--- src/rtl/rv0_ct_ctrl.sv ---
// Control-transfer sequencer: flags mispredicts and misaligned targets from execute,
// then drives a one-cycle flush plus either a fetch redirect or an exception handoff.
module rv0_ct_ctrl #(
  parameter int XLEN   = 32,
  parameter int IALIGN = 32,
  parameter int CNT_W  = 16
) (
  input  logic             clk_i,
  input  logic             rst_ni,
  input  logic             ex_valid_i,
  output logic             ex_ready_o,
  input  logic             ex_is_ct_i,
  input  logic [XLEN-1:0]  ex_addr_i,
  input  logic             ex_ct_trans_i,
  input  logic [XLEN-1:0]  ex_ct_target_i,
  input  logic             ex_pred_taken_i,
  input  logic [XLEN-1:0]  ex_pred_target_i,
  output logic             flush_o,
  output logic             fe_redir_valid_o,
  input  logic             fe_redir_ready_i,
  output logic [XLEN-1:0]  fe_redir_addr_o,
  output logic             exc_valid_o,
  input  logic             exc_ready_i,
  output logic [3:0]       exc_cause_o,
  output logic [XLEN-1:0]  exc_tval_o,
  output logic [CNT_W-1:0] ct_cnt_o,
  output logic [CNT_W-1:0] mispred_cnt_o
);

  // state | meaning
  // IDLE  | accepting resolved instructions from execute
  // REDIR | holding a fetch redirect until fetch takes it
  // EXC   | holding a misaligned-target exception until the trap unit takes it
  typedef enum logic [1:0] {IDLE, REDIR, EXC} state_t;

  localparam bit CHK_ALIGN = (IALIGN == 32);

  state_t           state_q, state_d;
  logic             ready_q, ready_d;
  logic             flush_q, flush_d;
  logic [XLEN-1:0]  addr_q, addr_d;
  logic [XLEN-1:0]  tval_q, tval_d;
  logic [CNT_W-1:0] ct_q, ct_d;
  logic [CNT_W-1:0] mis_q, mis_d;

  logic accept;
  logic misalign;
  logic mispred;

  assign accept   = ex_valid_i & ready_q & ex_is_ct_i;
  assign misalign = ex_ct_trans_i & CHK_ALIGN & ex_ct_target_i[1];
  assign mispred  = (ex_ct_trans_i != ex_pred_taken_i) |
                    (ex_ct_trans_i & ex_pred_taken_i & (ex_ct_target_i != ex_pred_target_i));

  always_comb begin
    state_d = state_q;
    flush_d = 1'b0;
    addr_d  = addr_q;
    tval_d  = tval_q;
    ct_d    = ct_q;
    mis_d   = mis_q;
    case (state_q)
      IDLE: begin
        if (accept) begin
          if (ct_q != '1) ct_d = ct_q + CNT_W'(1);
          if (misalign || mispred) begin
            flush_d = 1'b1;
            if (mis_q != '1) mis_d = mis_q + CNT_W'(1);
          end
          if (misalign) begin
            state_d = EXC;
            tval_d  = ex_ct_target_i;
          end else if (mispred) begin
            state_d = REDIR;
            addr_d  = ex_ct_trans_i ? ex_ct_target_i : ex_addr_i + XLEN'(4);
          end
        end
      end
      REDIR:   if (fe_redir_ready_i) state_d = IDLE;
      EXC:     if (exc_ready_i) state_d = IDLE;
      default: state_d = IDLE;
    endcase
    // Ready is registered so it stays low while reset is asserted.
    ready_d = (state_d == IDLE);
  end

  always_ff @(posedge clk_i or negedge rst_ni) begin
    if (!rst_ni) begin
      state_q <= IDLE;
      ready_q <= 1'b0;
      flush_q <= 1'b0;
      addr_q  <= '0;
      tval_q  <= '0;
      ct_q    <= '0;
      mis_q   <= '0;
    end else begin
      state_q <= state_d;
      ready_q <= ready_d;
      flush_q <= flush_d;
      addr_q  <= addr_d;
      tval_q  <= tval_d;
      ct_q    <= ct_d;
      mis_q   <= mis_d;
    end
  end

  assign ex_ready_o       = ready_q;
  assign flush_o          = flush_q;
  assign fe_redir_valid_o = (state_q == REDIR);
  assign fe_redir_addr_o  = addr_q;
  assign exc_valid_o      = (state_q == EXC);
  assign exc_cause_o      = 4'd0;
  assign exc_tval_o       = tval_q;
  assign ct_cnt_o         = ct_q;
  assign mispred_cnt_o    = mis_q;

endmodule

--- config.mk ---
export PLATFORM = sky130hd
export DESIGN_NAME = rv0_ct_ctrl
export DESIGN_NICKNAME = d
export VERILOG_FILES = /design/src/rtl/rv0_ct_ctrl.sv
export SDC_FILE = /design/constraint.sdc
export NUM_CORES = 1
export LEC_CHECK = 0
export CAP_MARGIN = 40
export CELL_PAD_IN_SITES_DETAIL_PLACEMENT = 0
export CELL_PAD_IN_SITES_GLOBAL_PLACEMENT = 1
export CORE_UTILIZATION = 48
export DETAILED_ROUTE_END_ITERATION = 10
export DONT_BUFFER_PORTS = 1
export PLACE_DENSITY = 0.8
export SKIP_LAST_GASP = 1
export SLEW_MARGIN = 10
export SYNTH_ARGS = -nofsm -noshare
export SYNTH_HDL_FRONTEND = slang
export SYNTH_SLANG_ARGS = --single-unit
--- constraint.sdc ---
create_clock -name clk_i -period 2.75 [get_ports clk_i]
set_input_delay 0.55 -clock clk_i [delete_from_list [all_inputs] [get_ports clk_i]]
set_output_delay 0.55 -clock clk_i [all_outputs]
set_load 0.02 [all_outputs]
# After elaboration in Yosys (flattened, before gate mapping)
# Index checks and enable logic that the tools add are counted.
# Widths: inputs -> output; s select.
dict set report totals {
  elab_cells 40
  inputBits 104
  regBits 100
}
dict set report classes {
  reduce_logical 7
  n_eq_ne 6
  bitwise_logic 7
  muxes 10
  add_sub_neg 3
}
# op n
set op_table {}
lappend op_table {{$add 16x1->16 const B} 2}
lappend op_table {{$add 32x3->32 const B} 1}
lappend op_table {{$mux 32} 1}
lappend op_table {{$ne 16x16->1 const B} 2}
lappend op_table {{$ne 32x32->1} 1}
lappend op_table {{$mux 2} 5}
lappend op_table {{$reduce_and 4->1} 2}
lappend op_table {{$pmux 2 s3} 1}
lappend op_table {{$reduce_and 3->1} 2}
lappend op_table {{$and 1x1->1} 5}
lappend op_table {{$logic_not 2->1} 2}
lappend op_table {{$mux 1} 3}
lappend op_table {{$eq 2x1->1 const B} 1}
lappend op_table {{$eq 2x2->1 const B} 1}
lappend op_table {{$logic_or 1x1->1} 1}
lappend op_table {{$ne 1x1->1} 1}
lappend op_table {{$not 1->1} 1}
lappend op_table {{$or 1x1->1} 1}

# Longest topological paths before layout
# Gate-level depths: netlist of the first run.
dict set report logic_depth {
  ltp_word 8
  depth_mapped 10
}

# Least setup slack after synthesis of the first run
# OpenSTA, ideal clock, no wires.
dict set report synth_path {
  path_type {input to register}
  startpoint {input ex_pred_target_i[0]}
  endpoint {register addr_q[10] (netlist: fe_redir_addr_o[10])}
  path_stages 9
  required_ps 2625
  setup_time_ps 125
  t_arrival_ps 2070
  n_path_buf 2
  setup_slack_ps 555
  cell_sequence {xnor2_1 nand4_1 nor4_1 a21boi_2 nor2_1 or3b_1 buf_6 buf_6 mux2_4}
}
dict set report synth_via {
  elab_chain_len 4
}
# item line_no
set synth_lines {}
lappend synth_lines {{start, declared} 17} ;# input logic [XLEN-1:0] ex_pred_target_i,
lappend synth_lines {{$ne 32x32->1} 53} ;# (ex_ct_trans_i & ex_pred_taken_i & (ex_ct_target_i != ex_pred_target_i));
lappend synth_lines {{$and 1x1->1} 53}
lappend synth_lines {{$or 1x1->1} 52} ;# assign mispred = (ex_ct_trans_i != ex_pred_taken_i) |
lappend synth_lines {{$reduce_and 4->1 (no source line)} n/a}
lappend synth_lines {{end signal, assigned} 100} ;# addr_q <= addr_d;
lappend synth_lines {{end, declared} 41} ;# logic [XLEN-1:0] addr_q, addr_d;
# Every way passes these cells.
# A chain may end at the register's enable or synchronous reset.

# Final worst setup path of the first run
dict set report layout_path {
  startpoint {input ex_pred_target_i[12]}
  endpoint {register addr_q[0] (netlist: fe_redir_addr_o[0])}
}
# Same word-level chain as after synthesis.

==> results.ini, run 1 <==
[logic_synthesis]
syn_area_per_cell_um2 = 11.1
async_reset_ff_share_pct = 100
syn_inst = 487
synth_edf_count = 0
yosysSeqAreaShare_pct = 46.3
ys.flop_type = dfrtp_1
synth_area_um2 = 5400
ys_ff_latch = 100
ys_warn_count = 0
ys_types = 46

[placement]
post-dp-hpwl_um = 10000
port_buffers = 0
place_congestion = 0.783

[final_layout]
drive_above_1_share_pct = 20.1
fill_cells = 964
multi_input_area_um2 = 2740
register_area_um2 = 2500
finish.utilization_pct = 52.6
final_nets = 595
area_growth_pct = 5.95
antenna_cells = 0

[power]
cellPowerDensity_nw_per_um2 = 791
fin_total_pwr_w = 0.00453
total_leakage_power_nw = 2.48
ir_drop_mv = 0.463

[critical_path]
arrival_ns = 2.56
crit_required_ns = 3.01
crit_path_max_fanout = 17
crit_type = in2reg
slowest_stage = nor4_1
crit_chain = xnor2_1 > nand4_1 > nor4_1 > a21boi_2 > nor2_1 > or3b_2 > buf_12 > mux2_2
worstSetupStartpointType = input pin
crit_path_end_kind = flip-flop
cp_slowest_stage_delay_ns = 0.48

[clock_tree]
cts_buffers = 9
post_cts_buffers = 0
cts_resized = 0
clk_path_buf_depth = 2
insertion_delay_ns = 0.37
cts_num_sinks = 100
cts.reportedPaths.clkPinSlew_ns = 0.09
cts_tree = yes
htree_levels = 3
root_buffer = clkbuf_8

[sta]
clock_skew_ns = 0.00696
holdWs_ns = -0.142
final.min_clock_period_ns = 2.30
finalHoldViolCount = 100
finalSetupViolCount = 0
period_share_pct = 83.7
drv_slew = 0
timing.fmax_ghz = 0.434
slew_headroom_pct = 58.4
worstMarginPinSlew_ns = 0.619
grt_setup_unrepaired = no

[floorplan]
die_area_um2 = 11700
core_area_um2 = 10900
num_rows = 38
die_w_um = 108
start_util_pct = 49.6
fp.dieH_um = 108
floorplan.io_pins = 208

[global_routing]
grt_util_all_layers_pct = 22.7
grt_pass1_vias = 3528
antenna_found_initial = 0
grt_overflow = 0
grt_max_degree = 101
grt_pass1_wl_um = 19300

[detailed_routing]
vias = 3568
drc_errors = 0
vias_per_cell = 5.65
wl_per_cell_um = 20.9
drtPass1Iterations = 6
drt-total-wl_um = 13200
drt-initial-drc-count = 147
ant_nets = 0

[outcome]
status = finished with violations
violations = negative hold slack

[hold_path]
hold_class = in2async

[flow_run]
max-cap-violations = 0

worst paths after layout:
check                                     start                  to  slack (ns)  cells past startpoint
setup / recovery           ex_pred_target_i[12]  fe_redir_addr_o[0]        0.45                      8
hold / removal                           rst_ni      exc_tval_o[24]       -0.14                      0
setup reg to reg               mispred_cnt_o[0]    mispred_cnt_o[9]        0.52                      9
hold reg to reg                mispred_cnt_o[5]    mispred_cnt_o[5]        0.63                      1
max in group asynchronous                rst_ni       exc_tval_o[5]        2.75                      0
min in group clk_i             fe_redir_ready_i          state_q[0]        0.30                      1
flip-flops by register name, indices dropped and copies added (netlist names):
register	flops
ct_cnt_o	16
mispred_cnt_o	16
ex_ready_o	1
state_q	2
exc_tval_o	32
fe_redir_addr_o	32
flush_o	1
cell type report:
cell class,count,area share (%)
clock buffers,15,3.08
clock inverters,1,0.0874
inverters,13,0.852
multi-input cells,356,47.8
flip-flops and latches,100,43.7
well taps,140,3.06
repair buffers,7,1.36
critical path: cells and delay by family:
kind / cells / cell delay [ns]
simple gates: 4 / 1.06
mux: 1 / 0.34
xor+xnor: 1 / 0.28
buf+inv: 1 / 0.19
compound gates: 1 / 0.13
Yosys cell counts, types with 3 or more instances:
master	count	share of area, %
dfrtp_1	100	46
xnor2_1	65	11
nand2_1	46	3.2
mux2_2	41	8.5
o21ai_0	27	2.5
nor2_1	26	1.8
nand3_1	24	2.2
xor2_1	24	3.9
mux2_4	20	5.6
nand4_1	18	2.1
inv_1	13	0.90
clkbuf_1	8	0.56
mux2_1	7	1.5
nor3_1	7	0.65
and3_1	5	0.58
buf_4	5	0.69
nor4_1	5	0.58
buf_6	4	0.83
ha_1	4	0.93
buf_2	3	0.28
per-layer routing:
metal  GRT usage [%]  routed length, um
met4            9.00                228
met3            7.66               1220
met2            38.1               6500
met1            26.5               5240
met5               0                  0
placed cells by master (no fill, tap or decap), types with 2 or more instances in the layout:
master / instances
nand2_1: 46
xor2_1: 24
and3_1: 5
nor4_1: 5
o21ai_1: 2
nand3_1: 24
inv_1: 13
nor2b_1: 2
nand2b_1: 2
and4_1: 2
nor2_2: 2
xnor2_1: 65
mux2_4: 20
buf_4: 5
nor2_1: 25
ha_1: 4
a21oi_1: 2
conb_1: 4
mux2_2: 41
buf_12: 2
clkbuf_8: 12
o21ai_0: 27
nand4_4: 2
and3_4: 2
nor3_1: 7
clkbuf_1: 3
nor3_2: 2
dfrtp_1: 100
mux2_1: 7
nand4_1: 18
logic make-up (layout without fill, tap and decap cells):
family	count (synthesis)	count (layout)	share of synthesized area [%]
buffers and inverters	34	36	3.33
adder cells (fa/ha/maj)	4	4	0.926
AO/OA/AOI/OAI	36	36	3.80
other	1	4	0.0694
XOR/XNOR	89	89	14.4
multiplexers	68	68	15.6
AND/OR/NAND/NOR	155	155	15.6
flip-flops	100	100	46.3
where the power goes:
part / switching, W / internal (W)
clock network: 0.000496 / 0.000404
logic: 0.000261 / 0.000496
registers: 0.000956 / 0.00192
total: 0.00171 / 0.00282
per-stage QoR:
stage / worst slack (ns) / TNS (ns) / hold WS (ns) / instances / cell area, um^2
6_report: 0.448 / 0 / -0.142 / 632 / 5720
5_1_grt: 0.226 / 0 / -0.167 / 632 / 5720
3_3_place_gp: -0.0324 / -0.232 / 0.256 / 616 / 5540
2_1_floorplan: 0.555 / 0 / 0.254 / 490 / 5410
4_1_cts: 0.462 / 0 / -0.172 / 632 / 5720
3_5_place_dp: 0.0452 / 0 / 0.256 / 616 / 5540
Power figures use the tool's default switching activity.
==> inputs of run 2 (changes only) <==
--- a/config.mk
+++ b/config.mk
@@ -8,10 +8,10 @@
 export CAP_MARGIN = 40
 export CELL_PAD_IN_SITES_DETAIL_PLACEMENT = 0
 export CELL_PAD_IN_SITES_GLOBAL_PLACEMENT = 1
-export CORE_UTILIZATION = 48
+export CORE_UTILIZATION = 43
 export DETAILED_ROUTE_END_ITERATION = 10
 export DONT_BUFFER_PORTS = 1
-export PLACE_DENSITY = 0.8
+export PLACE_DENSITY = 0.76
 export SKIP_LAST_GASP = 1
 export SLEW_MARGIN = 10
 export SYNTH_ARGS = -nofsm -noshare
==> constraint.sdc (replaced) <==
create_clock -name clk_i -period 2 [get_ports clk_i]
set_input_delay 0.4 -clock clk_i [delete_from_list [all_inputs] [get_ports clk_i]]
set_output_delay 0.4 -clock clk_i [all_outputs]
set_load 0.02 [all_outputs]
==> results.ini, run 2 (same netlist as run 1, synthesis figures left out) <==
[critical_path]
crit_path_max_fanout = 5  ; -12
crit_required_ns = 2.23  ; -0.78 ns
crit_path_end_kind = flip-flop
rr_startpoint = ct_cnt_o[7]
arrival_ns = 2.16  ; -0.40 ns
rrSetupSlack_ns = 0.07  ; -0.45 ns
rr_endpoint = ct_cnt_o[10]
crit_type = reg2reg
worstSetupStartpointType = flip-flop
rr_worst_depth = 6  ; -3

[sta]
timing.fmax_ghz = 0.518
final.min_clock_period_ns = 1.93
clock_skew_ns = 0.00400  ; -0.00295 ns
holdWs_ns = -0.256  ; -0.114 ns
finalWorstSetupSlack_ns = 0.0698  ; -0.378 ns
grt_setup_unrepaired = yes
worstMarginPinSlew_ns = 0.513  ; -0.106 ns
finalSetupViolCount = 0  ; unchanged
period_share_pct = 96.5
slew_headroom_pct = 65.7  ; +7.3 points
setup-tns-final_ns = 0  ; unchanged
drv_slew = 0  ; unchanged
finalHoldViolCount = 100  ; unchanged

[final_layout]
area_growth_pct = 16.5
final_nets = 633  ; +6.4%
layout_common_cells = 95 x dfrtp_1, 58 x xnor2_1, 46 x nand2_1
instances_no_fill = 698  ; +10%
antenna_cells = 0  ; unchanged
multi_input_area_um2 = 2830  ; +3.2%
layout_commonest_cell = dfrtp_1
fill_cells = 1129  ; +17%
drive_above_1_share_pct = 29.2  ; +9.1 points
register_area_um2 = 2510  ; +0.25%

[placement]
place_congestion = 0.825  ; +5.4%
port_buffers = 0  ; unchanged
dp_slack_ns = -0.390  ; -0.435 ns
place_inst = 682  ; +11%
post-dp-hpwl_um = 10700  ; +6.7%

[global_routing]
grt_overflow = 0  ; unchanged
grt_max_degree = 101  ; unchanged
grt_pass1_wl_um = 21400  ; +11%
grt_util_all_layers_pct = 22.0  ; -0.65 points
antenna_found_initial = 0  ; unchanged
grt_pass1_vias = 3895  ; +10%

[clock_tree]
cts_buffers = 9  ; unchanged
cts.reportedPaths.clkPinSlew_ns = 0.06  ; -0.03 ns
cts_tree = yes
clk_path_buf_depth = 2  ; unchanged
cts_num_sinks = 100  ; unchanged
insertion_delay_ns = 0.35  ; -0.02 ns
root_buffer = clkbuf_16
htree_levels = 3  ; unchanged

[detailed_routing]
wl_per_cell_um = 19.9  ; -4.6%
drtPass1Iterations = 5  ; -1
drt-initial-drc-count = 171  ; +16%
drt-total-wl_um = 13900  ; +5.3%
vias_per_cell = 5.40  ; -4.3%
vias = 3770  ; +5.7%
drc_errors = 0  ; unchanged
ant_nets = 0  ; unchanged

[floorplan]
core_area_um2 = 12100  ; +11%
num_rows = 40  ; +5.3%
start_util_pct = 44.6  ; -5.0 points
die_area_um2 = 13000  ; +11%
fp.dieH_um = 114  ; +5.6%
floorplan.io_pins = 208  ; unchanged
die_w_um = 114  ; +5.6%

[outcome]
violations = negative hold slack
status = finished with violations

[power]
cellPowerDensity_nw_per_um2 = 1110  ; +40%
ir_drop_mv = 0.669  ; +44%
total_leakage_power_nw = 2.79  ; +13%

[flow_run]
max-cap-violations = 0  ; unchanged

[hold_path]
hold_class = in2async

run 2: cell count changes in the layout (fill, tap and decap cells not counted), moves of 2 or more:
| cell | delta |
|---|---|
| dfrtp_1 | -5 |
| xnor2_2 | +7 |
| xnor2_1 | -7 |
| clkbuf_16 | +9 |
| dfrtp_2 | +5 |
| buf_4 | +35 |
| nor4_1 | -2 |
| buf_12 | +3 |
| nor4_2 | +2 |
| clkbuf_8 | -7 |
run 2: worst max-delay path by stage:
stage | cells after the start | slack, ns | startpoint | end
2_1_floorplan | 9 | -0.01 | ex_pred_target_i[27] | fe_redir_addr_o[10]
3_3_place_gp | 8 | -0.32 | ex_ct_target_i[1] | fe_redir_addr_o[2]
3_5_place_dp | 8 | -0.39 | ex_ct_target_i[1] | fe_redir_addr_o[24]
4_1_cts | 7 | 0.002 | ct_cnt_o[7] | ct_cnt_o[15]
5_1_grt | 7 | -0.03 | ct_cnt_o[7] | ct_cnt_o[15]
6_report | 6 | 0.07 | ct_cnt_o[7] | ct_cnt_o[10]
run 2: timing repair:
action,4_1_cts,5_1_grt
gates resized for setup,1,6
pin swaps,0,3
buffers inserted,0,0
endpoints found under the hold margin,100,100
endpoints found under the setup margin,5,34
run 2: metal layers:
metal  share of wire (%)  GRT usage (%)  up-vias
li1                    -              -     1743
met1                  41           26.3     1852
met2                  48           36.0      153
met3                 8.1           7.36       22
met4                 2.7           10.1        0
met5                   0              0        -
run 2: report_power, final:
| group | switching, W | internal, W |
|---|---|---|
| clock | 0.000735 | 0.00102 |
| combinational | 0.000597 | 0.000838 |
| sequential | 0.00114 | 0.00264 |
run 2: final cells by class:
| type | instances | share of cell area, % |
|---|---|---|
| Tap cell | 168 | 3.34 |
| Timing Repair Buffer | 45 | 6.36 |
| Multi-Input combinational cell | 356 | 44.9 |
| Inverter | 13 | 0.775 |
| Sequential cell | 100 | 39.9 |
| Clock buffer | 16 | 4.79 |
run 2: per-stage QoR:
stage	hold slack [ns]	power, W	utilization (%)	cell area (um^2)
4_1_cts	-0.273	0.00704	51.7	6260
2_1_floorplan	0.104	0.00476	-	5470
3_5_place_dp	0.106	0.00526	49.1	5950
6_report	-0.256	0.00697	52.0	6290
3_3_place_gp	0.106	0.00519	49.1	5950
5_1_grt	-0.279	0.00729	52.0	6290
run 2: critical path, cell delays in order, from the launching register on:
cell	delay, ns
dfrtp_2	0.41
and4_4	0.19
and3_4	0.19
and3_4	0.18
a31o_4	0.26
or4_1	0.44
xnor2_1	0.15
==> inputs of run 3 (changes only) <==
==> constraint.sdc (replaced) <==
create_clock -name clk_i -period 1.7 [get_ports clk_i]
set_input_delay 0.34 -clock clk_i [delete_from_list [all_inputs] [get_ports clk_i]]
set_output_delay 0.34 -clock clk_i [all_outputs]
set_load 0.02 [all_outputs]
==> results.ini, run 3 (same netlist as run 1, synthesis figures left out) <==
[floorplan]
start_util_pct = 44.6  ; unchanged
die_w_um = 114  ; unchanged
die_area_um2 = 13000  ; unchanged
floorplan.io_pins = 208  ; unchanged
core_area_um2 = 12100  ; unchanged
fp.dieH_um = 114  ; unchanged
num_rows = 40  ; unchanged

[critical_path]
worstSetupStartpointType = flip-flop
crit_path_max_fanout = 12  ; +7
crit_type = reg2reg
crit_required_ns = 1.94  ; -0.29 ns
crit_path_end_kind = flip-flop
arrival_ns = 2.15  ; about the same

[final_layout]
antenna_cells = 0  ; unchanged
layout_commonest_cell = dfrtp_1
drive_above_1_share_pct = 43.4  ; +14 points
layout_common_cells = 89 x dfrtp_1, 71 x buf_4, 48 x xnor2_1
final_nets = 679  ; +7.3%
area_growth_pct = 31.1

[clock_tree]
cts.reportedPaths.clkPinSlew_ns = 0.07  ; about the same
cts_buffers = 9  ; unchanged
htree_levels = 3  ; unchanged
clk_path_buf_depth = 2  ; unchanged
cts_tree = yes
cts_num_sinks = 100  ; unchanged
root_buffer = clkbuf_16
insertion_delay_ns = 0.36  ; about the same

[detailed_routing]
drt-initial-drc-count = 232  ; +36%
vias_per_cell = 5.39  ; -0.26%
wl_per_cell_um = 20.8  ; +4.6%
ant_nets = 0  ; unchanged
drtPass1Iterations = 6  ; +1
vias = 4008  ; +6.3%
drc_errors = 0  ; unchanged
drt-total-wl_um = 15500  ; +11%

[placement]
port_buffers = 0  ; unchanged
post-dp-hpwl_um = 11300  ; +5.9%
place_congestion = 0.769  ; -6.8%

[global_routing]
antenna_found_initial = 0  ; unchanged
grt_pass1_wl_um = 22500  ; +4.9%
top_usage_layer = met2
use_met3_pct = 7.46  ; +0.11 points
grt_pass1_vias = 4088  ; +5.0%
grt_util_all_layers_pct = 23.3  ; +1.3 points
use_met2_pct = 39.1  ; +3.1 points
grt_max_degree = 101  ; unchanged
grt_overflow = 0  ; unchanged
use_met1_pct = 27.3  ; +1.0 points

[sta]
finalHoldViolCount = 100  ; unchanged
timing.fmax_ghz = 0.522  ; +0.83%
holdWs_ns = -0.325  ; -0.0691 ns
final.min_clock_period_ns = 1.91  ; -0.0158 ns
finalSetupViolCount = 65  ; +65
clock_skew_ns = 0.00466  ; +0.000659 ns
drv_slew = 0  ; unchanged
grt_setup_unrepaired = yes
period_share_pct = 113  ; +16 points
finalWorstSetupSlack_ns = -0.214  ; -0.284 ns

[power]
fin_total_pwr_w = 0.00847  ; +22%
combPwrFrac_pct = 23.7  ; +3.1 points
p_clk_share_pct = 23.7  ; -1.4 points
cellPowerDensity_nw_per_um2 = 1200  ; +8.0%
p_int_w = 0.00542  ; +21%
switching_share_pct = 36.0  ; +0.54 points
p_sw_w = 0.00305  ; +23%
p_seq_share_pct = 52.6  ; -1.7 points
ir_drop_mv = 0.793  ; +19%
total_leakage_power_nw = 3.22  ; +16%

[flow_run]
max-cap-violations = 0  ; unchanged

[hold_path]
hold_class = in2async

[outcome]
status = finished with violations
violations = negative hold slack, negative setup slack

[run 3: cell count changes in the layout (fill, tap and decap cells not counted), moves of 6 or more]
cell     change
mux2_4       +7
xnor2_1     -10
nor2_1       -9
dfrtp_2      +6
nor2_4      +10
buf_4       +31
mux2_1       -6
dfrtp_1      -6
nor3_1       -6
buf_6        +8
xnor2_2     +10
[run 3: final cells by class]
type                    instances  area, um^2
well taps                     168         210
multi-input cells             356        3140
clock buffers                  12         267
clock inverters                 4        22.5
fillers                      1017        5030
repair buffers                 91         878
flip-flops and latches        100        2520
inverters                      13        48.8
[run 3: final timing paths]
check,to,from,cells past startpoint,slack [ns]
max,fe_redir_addr_o[6],state_q[0],6,-0.21
min,fe_redir_addr_o[5],rst_ni,0,-0.33
max reg2reg,fe_redir_addr_o[6],state_q[0],6,-0.21
min reg2reg,ct_cnt_o[1],ct_cnt_o[1],3,0.58
max in group asynchronous,mispred_cnt_o[7],rst_ni,0,1.85
min in group clk_i,state_q[0],fe_redir_ready_i,1,0.09
[run 3: worst max-delay path: stages, from the launching register on]
cell and delay (ns):
dfrtp_1 0.39, nor2_1 0.09, nand4_1 0.19, buf_4 0.20
or3b_4 0.44, buf_12 0.18, mux2_4 0.30
[run 3: routing by layer]
metal  part of all wire (%)  vias to the layer above
met5                      0                        -
met4                    2.2                        0
met3                    8.4                       19
met2                     50                      161
met1                     39                     1993
li1                       -                     1835
[run 3: what timing repair did]
item / CTS / global route
setup buffers: 4 / 7
resized for setup: 18 / 43
pin swaps: 14 / 26
endpoints found under the setup margin: 83 / 95
gates cloned: 0 / 4
endpoints found under the hold margin: 100 / 100
[run 3: power groups by stage]
| stage | Clock (W) | Sequential (W) | Combinational, W |
|---|---|---|---|
| 2_1_floorplan | 0 | 0.00450 | 0.00115 |
| 3_3_place_gp | 0 | 0.00447 | 0.00173 |
| 3_5_place_dp | 0 | 0.00449 | 0.00180 |
| 4_1_cts | 0.00207 | 0.00446 | 0.00184 |
| 5_1_grt | 0.00215 | 0.00454 | 0.00216 |
| 6_report | 0.00201 | 0.00446 | 0.00201 |
[run 3: through the flow]
step	setup TNS [ns]	instances	cell area [um^2]	setup slack, ns	util [%]
2_1_floorplan	-11.30	490	5560	-0.266	-
3_3_place_gp	-27.03	714	6290	-0.561	51.9
3_5_place_dp	-26.45	714	6290	-0.572	51.9
4_1_cts	-5.68	734	6710	-0.179	55.4
5_1_grt	-11.50	744	7090	-0.259	58.5
6_report	-7.41	744	7090	-0.214	58.5
